--- src/rtl/tilemap_access_arbiter.sv ---
// tilemap_access_arbiter: owns the single tile-map BRAM port. The video tile
// fetch has fixed top priority each cycle; game logic gets a req/ack read or
// read-modify-write of one 4-bit cell (4 cells packed per 16-bit word).
// Optional feature macro: TILEMAP_CLEAR_EN (fill the map with FILL_TILE after reset).
module tilemap_access_arbiter #(
    parameter int unsigned MAP_W         = 20,
    parameter int unsigned MAP_H         = 15,
    parameter int unsigned WORDS_PER_ROW = 5,
    parameter int unsigned BASE_ADDR     = 0,
    parameter logic [3:0]  FILL_TILE     = 4'h1
) (
    input  logic        i_Clk,
    input  logic        i_Reset,
    input  logic        i_Vid_Req,
    input  logic [4:0]  i_Vid_Cell_X,
    input  logic [3:0]  i_Vid_Cell_Y,
    output logic        o_Vid_Valid,
    output logic [3:0]  o_Vid_Tile,
    input  logic        i_Game_Req,
    input  logic        i_Game_We,
    input  logic [4:0]  i_Game_Cell_X,
    input  logic [3:0]  i_Game_Cell_Y,
    input  logic [3:0]  i_Game_Tile,
    output logic        o_Game_Ack,
    output logic [3:0]  o_Game_Tile,
    output logic        o_Game_Busy,
    output logic [10:0] o_Ram_Addr,
    output logic [15:0] o_Ram_Wdata,
    output logic        o_Ram_We,
    input  logic [15:0] i_Ram_Rdata
);

    localparam int unsigned ADDR_W = 11;
    localparam int unsigned WORD_W = 16;
    localparam int unsigned TILE_W = 4;
    localparam int unsigned X_W    = 5;
    localparam int unsigned Y_W    = 4;
    localparam int unsigned NIB_W  = 2;

    localparam logic [WORD_W-1:0] FILL_WORD = {4{FILL_TILE}};

    typedef enum logic [2:0] {
        IDLE  = 3'd0,
        RD    = 3'd1,
        WAIT  = 3'd2,
        WR    = 3'd3,
        DONE  = 3'd4
`ifdef TILEMAP_CLEAR_EN
        , CLEAR = 3'd5
`endif
    } state_t;

`ifdef TILEMAP_CLEAR_EN
    localparam state_t RESET_STATE = CLEAR;
    localparam logic [ADDR_W-1:0] CLR_FIRST = ADDR_W'(BASE_ADDR);
    localparam logic [ADDR_W-1:0] CLR_LAST  = ADDR_W'(BASE_ADDR + MAP_H * WORDS_PER_ROW - 1);
`else
    localparam state_t RESET_STATE = IDLE;
`endif

    // Word address of a cell: base + row * words-per-row + column / 4
    function automatic logic [ADDR_W-1:0] cell_word(input logic [X_W-1:0] x,
                                                    input logic [Y_W-1:0] y);
        return ADDR_W'(BASE_ADDR) + ADDR_W'(y) * ADDR_W'(WORDS_PER_ROW) + ADDR_W'(x >> 2);
    endfunction

    function automatic logic cell_in_range(input logic [X_W-1:0] x, input logic [Y_W-1:0] y);
        return (32'(x) < MAP_W) && (32'(y) < MAP_H);
    endfunction

    // Nibble 0 is bits [3:0], nibble 3 is bits [15:12]
    function automatic logic [TILE_W-1:0] nib_get(input logic [WORD_W-1:0] w,
                                                  input logic [NIB_W-1:0]  n);
        return TILE_W'(w >> {n, 2'b00});
    endfunction

    function automatic logic [WORD_W-1:0] nib_put(input logic [WORD_W-1:0] w,
                                                  input logic [NIB_W-1:0]  n,
                                                  input logic [TILE_W-1:0] t);
        logic [WORD_W-1:0] mask;
        mask = WORD_W'(4'hF) << {n, 2'b00};
        return (w & ~mask) | ((WORD_W'(t) << {n, 2'b00}) & mask);
    endfunction

    state_t              state_q, state_d;
    logic [ADDR_W-1:0]   g_addr_q;
    logic [NIB_W-1:0]    g_nib_q;
    logic                g_we_q;
    logic [TILE_W-1:0]   g_tile_q;
    logic [WORD_W-1:0]   g_word_q;
    logic                v1_valid_q;
    logic [NIB_W-1:0]    v1_nib_q;
    logic                v1_inr_q;
    logic [ADDR_W-1:0]   ram_addr;
    logic [WORD_W-1:0]   ram_wdata;
    logic                ram_we;
    logic                game_inr;
`ifdef TILEMAP_CLEAR_EN
    logic [ADDR_W-1:0]   clr_addr_q;
`endif

    assign game_inr = cell_in_range(i_Game_Cell_X, i_Game_Cell_Y);

    // State register
    always_ff @(posedge i_Clk or posedge i_Reset) begin
        if (i_Reset) state_q <= RESET_STATE;
        else         state_q <= state_d;
    end

    // Next state and per-cycle port ownership (video wins whenever it requests)
    always_comb begin
        state_d   = state_q;
        ram_addr  = g_addr_q;
        ram_wdata = (state_q == WR) ? g_word_q : FILL_WORD;
        ram_we    = 1'b0;
        if (i_Vid_Req) ram_addr = cell_word(i_Vid_Cell_X, i_Vid_Cell_Y);
        case (state_q)
            IDLE: if (i_Game_Req) state_d = game_inr ? RD : DONE;
            RD:   if (!i_Vid_Req) state_d = WAIT;
            WAIT: state_d = g_we_q ? WR : DONE;
            WR: begin
                if (!i_Vid_Req) begin
                    ram_we  = 1'b1;
                    state_d = DONE;
                end
            end
            DONE: state_d = IDLE;
`ifdef TILEMAP_CLEAR_EN
            CLEAR: begin
                if (!i_Vid_Req) begin
                    ram_addr = clr_addr_q;
                    ram_we   = 1'b1;
                    if (clr_addr_q == CLR_LAST) state_d = IDLE;
                end
            end
`endif
            default: state_d = IDLE;
        endcase
        if (i_Reset) begin
            ram_addr  = '0;
            ram_wdata = '0;
            ram_we    = 1'b0;
        end
    end

    assign o_Ram_Addr  = ram_addr;
    assign o_Ram_Wdata = ram_wdata;
    assign o_Ram_We    = ram_we;
    assign o_Game_Busy = !i_Reset && (state_q != IDLE);

    // Game operand capture, read-back nibble select and write merge
    always_ff @(posedge i_Clk or posedge i_Reset) begin
        if (i_Reset) begin
            g_addr_q    <= '0;
            g_nib_q     <= '0;
            g_we_q      <= 1'b0;
            g_tile_q    <= '0;
            g_word_q    <= '0;
            o_Game_Tile <= '0;
            o_Game_Ack  <= 1'b0;
        end else begin
            o_Game_Ack <= (state_d == DONE);
            if (state_q == IDLE && i_Game_Req) begin
                g_addr_q <= cell_word(i_Game_Cell_X, i_Game_Cell_Y);
                g_nib_q  <= i_Game_Cell_X[1:0];
                g_we_q   <= i_Game_We;
                g_tile_q <= i_Game_Tile;
                if (!game_inr) o_Game_Tile <= '0;
            end
            if (state_q == WAIT) begin
                if (g_we_q) g_word_q    <= nib_put(i_Ram_Rdata, g_nib_q, g_tile_q);
                else        o_Game_Tile <= nib_get(i_Ram_Rdata, g_nib_q);
            end
        end
    end

    // Video pipeline: nibble select and range flag travel with the BRAM read
    always_ff @(posedge i_Clk or posedge i_Reset) begin
        if (i_Reset) begin
            v1_valid_q  <= 1'b0;
            v1_nib_q    <= '0;
            v1_inr_q    <= 1'b0;
            o_Vid_Valid <= 1'b0;
            o_Vid_Tile  <= '0;
        end else begin
            v1_valid_q  <= i_Vid_Req;
            v1_nib_q    <= i_Vid_Cell_X[1:0];
            v1_inr_q    <= cell_in_range(i_Vid_Cell_X, i_Vid_Cell_Y);
            o_Vid_Valid <= v1_valid_q;
            o_Vid_Tile  <= (v1_valid_q && v1_inr_q) ? nib_get(i_Ram_Rdata, v1_nib_q) : '0;
        end
    end

`ifdef TILEMAP_CLEAR_EN
    // Clear address walks the map ascending, one word per free cycle
    always_ff @(posedge i_Clk or posedge i_Reset) begin
        if (i_Reset)                             clr_addr_q <= CLR_FIRST;
        else if (state_q == CLEAR && !i_Vid_Req) clr_addr_q <= clr_addr_q + ADDR_W'(1);
    end
`endif

endmodule
--- config.mk ---
export PLATFORM = sky130hd
export DESIGN_NAME = tilemap_access_arbiter
export DESIGN_NICKNAME = d
export VERILOG_FILES = /design/src/rtl/tilemap_access_arbiter.sv
export SDC_FILE = /design/constraint.sdc
export NUM_CORES = 1
export LEC_CHECK = 0
export BUFFER_PORTS_ARGS = -buffer_cell sky130_fd_sc_hd__buf_2
export CORE_AREA = 2 2 75 77
export DETAILED_ROUTE_END_ITERATION = 8
export DIE_AREA = 0 0 77 79
export HOLD_SLACK_MARGIN = 0.08
export PLACE_DENSITY = 0.84
export SYNTH_ARGS = -nofsm -noshare
export SYNTH_HDL_FRONTEND = slang
export SYNTH_SLANG_ARGS = --single-unit
--- constraint.sdc ---
create_clock -name i_Clk -period 5.6 [get_ports i_Clk]
set_input_delay 0.84 -clock i_Clk [delete_from_list [all_inputs] [get_ports i_Clk]]
set_output_delay 0.84 -clock i_Clk [all_outputs]
set_load 0.01 [all_outputs]
Word-level counts from Yosys, hierarchy flattened
Index checks and enable logic that the tools add are counted.

Bits of input ports: 43. Logic and storage cells: 60. Bits in registers: 51. Output and inout port bits: 39.

Bitwise gates (word level): 4. Equality and inequality tests: 4. Reduce and logical (&&, ||, !) cells: 9. Mux-type cells: 18. Magnitude comparators: 4. $mul: 2. Shift operators: 4. Add/sub/neg operators: 2.

Operators by type and width (count): $and A16 B16 Y16 (2); $mux W16 (2); $shr A16 B4 Y4 (2); $mux W11 (2); $mux W4 (5); $add A7 B3 Y8 (2); $not A16 Y16 (1); $or A16 B16 Y16 (1); $shl A4 B4 Y16 (1); $shl A4 B4 Y16 const A (1); $mux W3 (5); $mul A4 B3 Y7 const B (2); $pmux W3 S4 (1); $lt A5 B5 Y1 const B (2); $lt A4 B4 Y1 const B (2); $eq A3 B2 Y1 const B (2); $logic_and A1 B1 Y1 (5); $eq A3 B1 Y1 const B (1); $eq A3 B3 Y1 const B (1); $logic_not A3 Y1 (1); $mux W1 (3); $reduce_bool A3 Y1 (1); $reduce_and A2 Y1 (1); $logic_not A1 Y1 (1).

Depth between registers and ports, before layout
Gate-level depths: netlist of the first run.

Word-level depth: 6. Depth in mapped cells: 6. Mapped depth without buffers: 6.

Least setup slack after synthesis of the first run
Ideal clock, no wire load.

Kind: input to output. From: in i_Vid_Cell_Y[0]. To: out o_Ram_Addr[5]. Stages: 6. Data arrival time: 2628 ps. Path buffers: 0. Setup slack: 2132 ps. Required time: 4760 ps. Path through: ha_1 -> ha_1 -> fa_1 -> a21o_1 -> a2111o_1 -> o311ai_0.

Longest elaborated chain between the ends: 4.

Ends and longest elaborated chain: start: declaration (line 16) `input logic [3:0] i_Vid_Cell_Y,`; $mul A4 B3 Y7 (line 64) `return ADDR_W'(BASE_ADDR) + ADDR_W'(y) * ADDR_W'(WORDS_PER_ROW) + ADDR_W'(x >> 2);`; $add A7 B3 Y8 (line 64); $mux W11 (line 116) `if (i_Vid_Req) ram_addr = cell_word(i_Vid_Cell_X, i_Vid_Cell_Y);`; $mux W11 (line 139) `if (i_Reset) begin`; end: declaration (line 27) `output logic [10:0] o_Ram_Addr,`.

No other way between the ends.

Worst setup path after layout of the first run
Same ends and word-level chain as after synthesis.

==> results.yml, run 1 <==
pwr:
  leakagePower_nw: 1.74
  comb_power_share: 0.389
  ir_drop_uv: 173
  power.switching_uw: 500
  seq_power_share: 0.444
  power_density_nw_per_um2: 382
  internal_power_uw: 806
  p_total_mw: 1.31
  power_frac_clock: 0.166
  swShare: 0.383
grt:
  grt_pass1_wl_um: 10400
  overflow: 0
  grt_pass1_vias: 2228
  grt_usage: 0.218
  antenna_found_initial: 0
  grt_start_max_net_pins: 50
synth:
  yosys_warnings: 0
  synthesis.area_um2: 2910
  yosys.area.top_type: "dfrtp_1"
  post_synth.cell_area_avg_um2: 9.79
  async_flop_share: 1.00
  ys_ff_latch: 47
  syn_inst: 297
  synth.distinct_cells: 43
  ys_top_cells_by_area: "dfrtp_1, ha_1, mux2i_1"
  synth_edf_count: 0
  synth_top_area_frac: 0.404
  synth_top_flop_cell: "dfrtp_1"
  synth-seq-area-share: 0.404
die:
  io-pin-count: 82
  initial_core_util: 0.545
  die_h_um: 79
  dieArea_um2: 6080
  die_w_um: 77
  num_rows: 27
  core-area_um2: 5340
clock_tree:
  ctsResizeCount: 0
  clk_latency_ps: 300
  cts_tree: "done"
  clkTransAtPathRegs_ps: 80
  cts_buffer_depth: 2
  cts_setup_buffers: 0
  cts.hold.buffers_added: 0
  numCtsBuffers: 5
  clock_tree.root_cell: "clkbuf_8"
  cts.htree.levels: 2
  cts_num_sinks: 47
setup_path:
  endpoint_kind: "output port"
  cp.required_ps: 4760
  crit_slowest_cell: "fa_1"
  startpoint_type: "primary input"
  arrival_ps: 2940
  cp_max_fo: 3
  crit_path_cell_trace: "buf_2, ha_1, ha_1, fa_1, a21o_1, a2111o_1, o311ai_0, buf_2"
  worstSetupPathType: "primary input to output port"
  worst_r2r_path_depth: 3
  cpPeakStageDelay_ps: 470
routing:
  drtIter0Drc: 139
  first_pass_iters: 4
  wl_um: 6400
  dr_total_vias: 2428
  drc: 0
  vias_per_cell: 5.56
  wl_per_cell_um: 14.7
  drtAntennaViolNets: 0
cells_and_area:
  final_layout_size_suffix_gt1_frac: 0.277
  final_area_um2: 3420
  fin_nets: 433
  multiInputGateArea_um2: 1630
  regArea_um2: 1180
  synthToLayoutAreaGrowth_pct: 17.5
  diodes: 0
  fin_util: 0.640
  fillCellCount: 440
place:
  port_buffers: 77
  place_area_um2: 3320
  hpwlAfterDp_um: 4950
  gp_congestion: 0.827
sta:
  period_needed_ps: 3780
  rsz0062_at_grt: "false"
  hold_violations: 0
  finalSetupTns_ps: 0
  period_share: 0.675
  fin_worst_skew_ps: 8.51
  slew_headroom: 0.411
  slew_violations: 0
  setup_viol: 0
  fmaxAchievable_mhz: 265
  whs_ps: 445
  worstMarginPinSlew_ps: 871
hold_path:
  min_path_type: "register to register"
  holdPathStages: 0
outcome:
  status: "completed"
run:
  max-cap-violations: 0
## final cells by class
class | instances | share of cell area
clock inverters | 2 | 0.00476
multi-input cells | 227 | 0.478
repair buffers | 80 | 0.119
well taps | 72 | 0.0264
clock buffers | 6 | 0.0242
flip-flops and latches | 47 | 0.344
inverters | 3 | 0.00330
## cells by family (layout without fill, tap and decap cells)
kind of cell    after synthesis  count (layout)  synth area share
flops                        47              47             0.404
mux                          28              28             0.131
fa+ha+maj                    26              26             0.117
xor+xnor                      3               3           0.00903
compound gates               45              45            0.0925
simple gates                121             121             0.200
buf+inv                      26              91            0.0456
other cells                   1               4           0.00129
## synthesized netlist by cell type, types with 2 or more instances
cell / count
dfrtp_1: 47
nand2_1: 45
nor2_1: 34
ha_1: 24
a21oi_1: 23
mux2i_1: 20
clkbuf_1: 13
and2_1: 12
mux4_2: 8
o21ai_0: 8
and3_1: 5
buf_2: 4
buf_4: 4
nand3_1: 4
inv_1: 3
nand3b_1: 3
or3_1: 3
xnor2_1: 3
a21o_1: 2
buf_6: 2
fa_1: 2
nand4_1: 2
nor2b_1: 2
nor3_1: 2
nor4b_1: 2
o21a_1: 2
o311ai_0: 2
## routing by layer
metal | routed length (um) | part of all wire | global-route usage
met5 | 0 | 0 | 0
met4 | 136 | 0.021 | 0.0839
met3 | 422 | 0.066 | 0.0341
met2 | 3080 | 0.48 | 0.364
met1 | 2760 | 0.43 | 0.289
## per-stage QoR
| step | setup WS, ps | instances |
|---|---|---|
| 5_1_grt | 1750 | 437 |
| 3_3_place_gp | 1860 | 429 |
| 6_report | 1820 | 437 |
| 2_1_floorplan | 2130 | 300 |
| 4_1_cts | 1820 | 437 |
| 3_5_place_dp | 1840 | 429 |
## cells in the final DEF (no fill, tap or decap), types with 4 or more instances in the layout
cell type and count:
buf_2 77, dfrtp_1 47, nand2_1 45, nor2_1 34
ha_1 24, a21oi_1 23, mux2i_1 20, and2_1 12
o21ai_0 8, mux4_2 8, clkbuf_8 6, and3_1 5
nand3_1 4, conb_1 4
## power groups by stage
stage | registers [mW] | clock network (mW) | logic, mW
final | 0.580 | 0.217 | 0.509
after global routing | 0.598 | 0.233 | 0.568
after CTS | 0.580 | 0.220 | 0.514
after detailed placement | 0.586 | 0 | 0.510
after global placement | 0.580 | 0 | 0.493
after floorplan | 0.525 | 0 | 0.431
## worst paths after layout
path / from / end / slack, ps
worst min register to register: v1_valid_q / o_Vid_Valid / 450
worst min-delay path: v1_valid_q / o_Vid_Valid / 450
min in group asynchronous: i_Reset / g_word_q[12] / 830
worst max register to register: state_q[2] / o_Game_Tile[0] / 3650
worst max-delay path: i_Vid_Cell_Y[0] / o_Ram_Addr[5] / 1820
max in group asynchronous: i_Reset / state_q[1] / 4370
## registers in the layout, summed over array words and instances (netlist names)
name	cells
o_Game_Tile	4
g_we_q	1
o_Vid_Tile	4
o_Vid_Valid	1
g_tile_q	4
g_addr_q	7
state_q	3
v1_inr_q	1
g_word_q	16
v1_nib_q	2
v1_valid_q	1
g_nib_q	2
o_Game_Ack	1
## worst max-delay path, delay by kind of cell
family                   cells  cell delay (ps)
adder cells (fa/ha/maj)      3             1090
AO/OA/AOI/OAI                3              700
buffers and inverters        2              300
Power figures use the tool's default switching activity.
==> inputs of run 2 (changes only) <==
--- a/config.mk
+++ b/config.mk
@@ -6,11 +6,11 @@
 export NUM_CORES = 1
 export LEC_CHECK = 0
 export BUFFER_PORTS_ARGS = -buffer_cell sky130_fd_sc_hd__buf_2
-export CORE_AREA = 2 2 75 77
+export CORE_AREA = 2 2 78 80
 export DETAILED_ROUTE_END_ITERATION = 8
-export DIE_AREA = 0 0 77 79
+export DIE_AREA = 0 0 80 82
 export HOLD_SLACK_MARGIN = 0.08
-export PLACE_DENSITY = 0.84
+export PLACE_DENSITY = 0.78
 export SYNTH_ARGS = -nofsm -noshare
 export SYNTH_HDL_FRONTEND = slang
 export SYNTH_SLANG_ARGS = --single-unit
==> constraint.sdc (replaced) <==
create_clock -name i_Clk -period 3.6 [get_ports i_Clk]
set_input_delay 0.54 -clock i_Clk [delete_from_list [all_inputs] [get_ports i_Clk]]
set_output_delay 0.54 -clock i_Clk [all_outputs]
set_load 0.01 [all_outputs]
==> results.yml, run 2 (synthesis gave the netlist of run 1 again) <==
clock_tree:
  cts_setup_buffers: 0
  clock_tree.root_cell: "clkbuf_8"
  ctsResizeCount: 0
  clk_latency_ps: 300
  clkTransAtPathRegs_ps: 90
  cts_buffer_depth: 2
  cts.hold.buffers_added: 0
  cts.htree.levels: 2
  numCtsBuffers: 5
  cts_tree: "done"
  cts_num_sinks: 47
pwr:
  power_frac_clock: 0.190
  seq_power_share: 0.433
  comb_power_share: 0.377
  power.switching_uw: 776
  ir_drop_uv: 285
  internal_power_mw: 1.31
  leakagePower_nw: 1.75
  power_density_nw_per_um2: 606
  swShare: 0.373
outcome:
  status: "completed"
routing:
  drc: 0
  vias_per_cell: 5.45
  wl_um: 6460
  drtIter0Drc: 180
  first_pass_iters: 4
  wl_per_cell_um: 14.7
  dr_total_vias: 2397
  drtAntennaViolNets: 0
sta:
  rsz0062_at_grt: "false"
  hold_violations: 0
  slew_violations: 0
  setup_viol: 0
  fin_worst_skew_ps: 5.61
  period_share: 0.892
  fmaxAchievable_mhz: 311
  finalSetupTns_ps: 0
  period_needed_ps: 3210
  setup_ws_ps: 389
  worstMarginPinSlew_ps: 871
  slew_headroom: 0.411
hold_path:
  min_path_type: "primary input to register"
  holdPathStages: 1
cells_and_area:
  final_layout_size_suffix_gt1_frac: 0.277
  synthToLayoutAreaGrowth_pct: 18.2
  mostFrequentLayoutCells: "buf_2, dfrtp_1, nand2_1"
  largest_reg_flops: 16
  diodes: 0
  fillCellCount: 506
  fin_nets: 433
  top_regs: "g_word_q (16), g_addr_q (7)"
  max_flop_register: "g_word_q"
  fin_util: 0.598
  mostFrequentLayoutCell: "buf_2"
die:
  initial_core_util: 0.506
  num_rows: 28
  die_h_um: 82
  die_w_um: 80
  dieArea_um2: 6560
  core-area_um2: 5750
  io-pin-count: 82
place:
  hpwlAfterDp_um: 5090
  gp_congestion: 0.835
  dpl_worst_slack_ps: 428
  port_buffers: 77
setup_path:
  crit_path_cell_trace: "buf_2, ha_1, ha_1, ha_1, and3_1, or4_1, o311ai_0, buf_2"
  endpoint_kind: "output port"
  startpoint_type: "primary input"
  cp_common_cell: "ha_1"
  worstSetupPathType: "primary input to output port"
  path_buf_inv: 2
  cp.required_ps: 3060
  arrival_ps: 2670
  crit_slowest_cell: "or4_1"
  cpPeakStageDelay_ps: 500
  cp_max_fo: 4
  critical_path.top_delay_family: "adder cells"
  path_depth: 8
  worst_r2r_path_depth: 3
grt:
  grt_pass1_vias: 2233
  overflow: 0
  grt_start_max_net_pins: 48
  grt_usage: 0.214
  grt_pass1_wl_um: 10700
  antenna_found_initial: 0
run:
  max-cap-violations: 0
## run 2: cell types whose count changed in the layout (fill, tap and decap cells not counted), sizes merged
cell / previous run / this run
bufinv: 0 / 1
clkbuf: 6 / 5
clkinvlp: 1 / 0
inv: 3 / 4
## run 2: power by group through the flow
stage,registers [mW],clock network (mW),logic (mW)
after detailed placement,0.910,0,0.792
after CTS,0.902,0.402,0.795
final,0.901,0.395,0.786
after global placement,0.905,0,0.772
after floorplan,0.816,0,0.670
after global routing,0.933,0.426,0.892
## run 2: area by class of cell
type	count	area (um2)	share of cell area
flip-flops and latches	47	1180	0.342
repair buffers	80	408	0.119
clock inverters	3	47.5	0.0138
clock buffers	5	68.8	0.0200
multi-input cells	227	1630	0.475
inverters	3	11.3	0.00328
well taps	75	93.8	0.0273
## run 2: worst paths after layout
check                           slack [ps]              to             from
worst min register to register         460     o_Vid_Valid       v1_valid_q
worst max register to register        1670  o_Game_Tile[3]       state_q[2]
max in group asynchronous             2660   o_Vid_Tile[3]          i_Reset
worst min-delay path                   340     v1_nib_q[1]  i_Vid_Cell_X[1]
min in group asynchronous              550     g_addr_q[1]          i_Reset
worst max-delay path                   390   o_Ram_Addr[4]  i_Vid_Cell_Y[1]
## run 2: worst reg2reg max path, delay by kind of cell (launching register included)
family	cells	cell delay, ps
AND/OR/NAND/NOR	1	710
AO/OA/AOI/OAI	2	580
flip-flops	1	510
## run 2: per-layer routing
metal / routed length, um / up-vias / part of all wire / track usage
met3: 386 / 8 / 0.060 / 0.0385
met4: 115 / 0 / 0.018 / 0.0847
li1: - / 1185 / - / -
met2: 2980 / 73 / 0.46 / 0.339
met1: 2980 / 1131 / 0.46 / 0.291
met5: 0 / - / 0 / 0
## run 2: stage by stage
step                instance area, um2  power, mW  hold WS [ps]  std cells
floorplan                         2920       1.49           386        300
global placement                  3320       1.68           421        432
detailed placement                3320       1.70           425        432
CTS                               3440       2.10           332        440
global route                      3440       2.25           321        440
finish                            3440       2.08           339        440
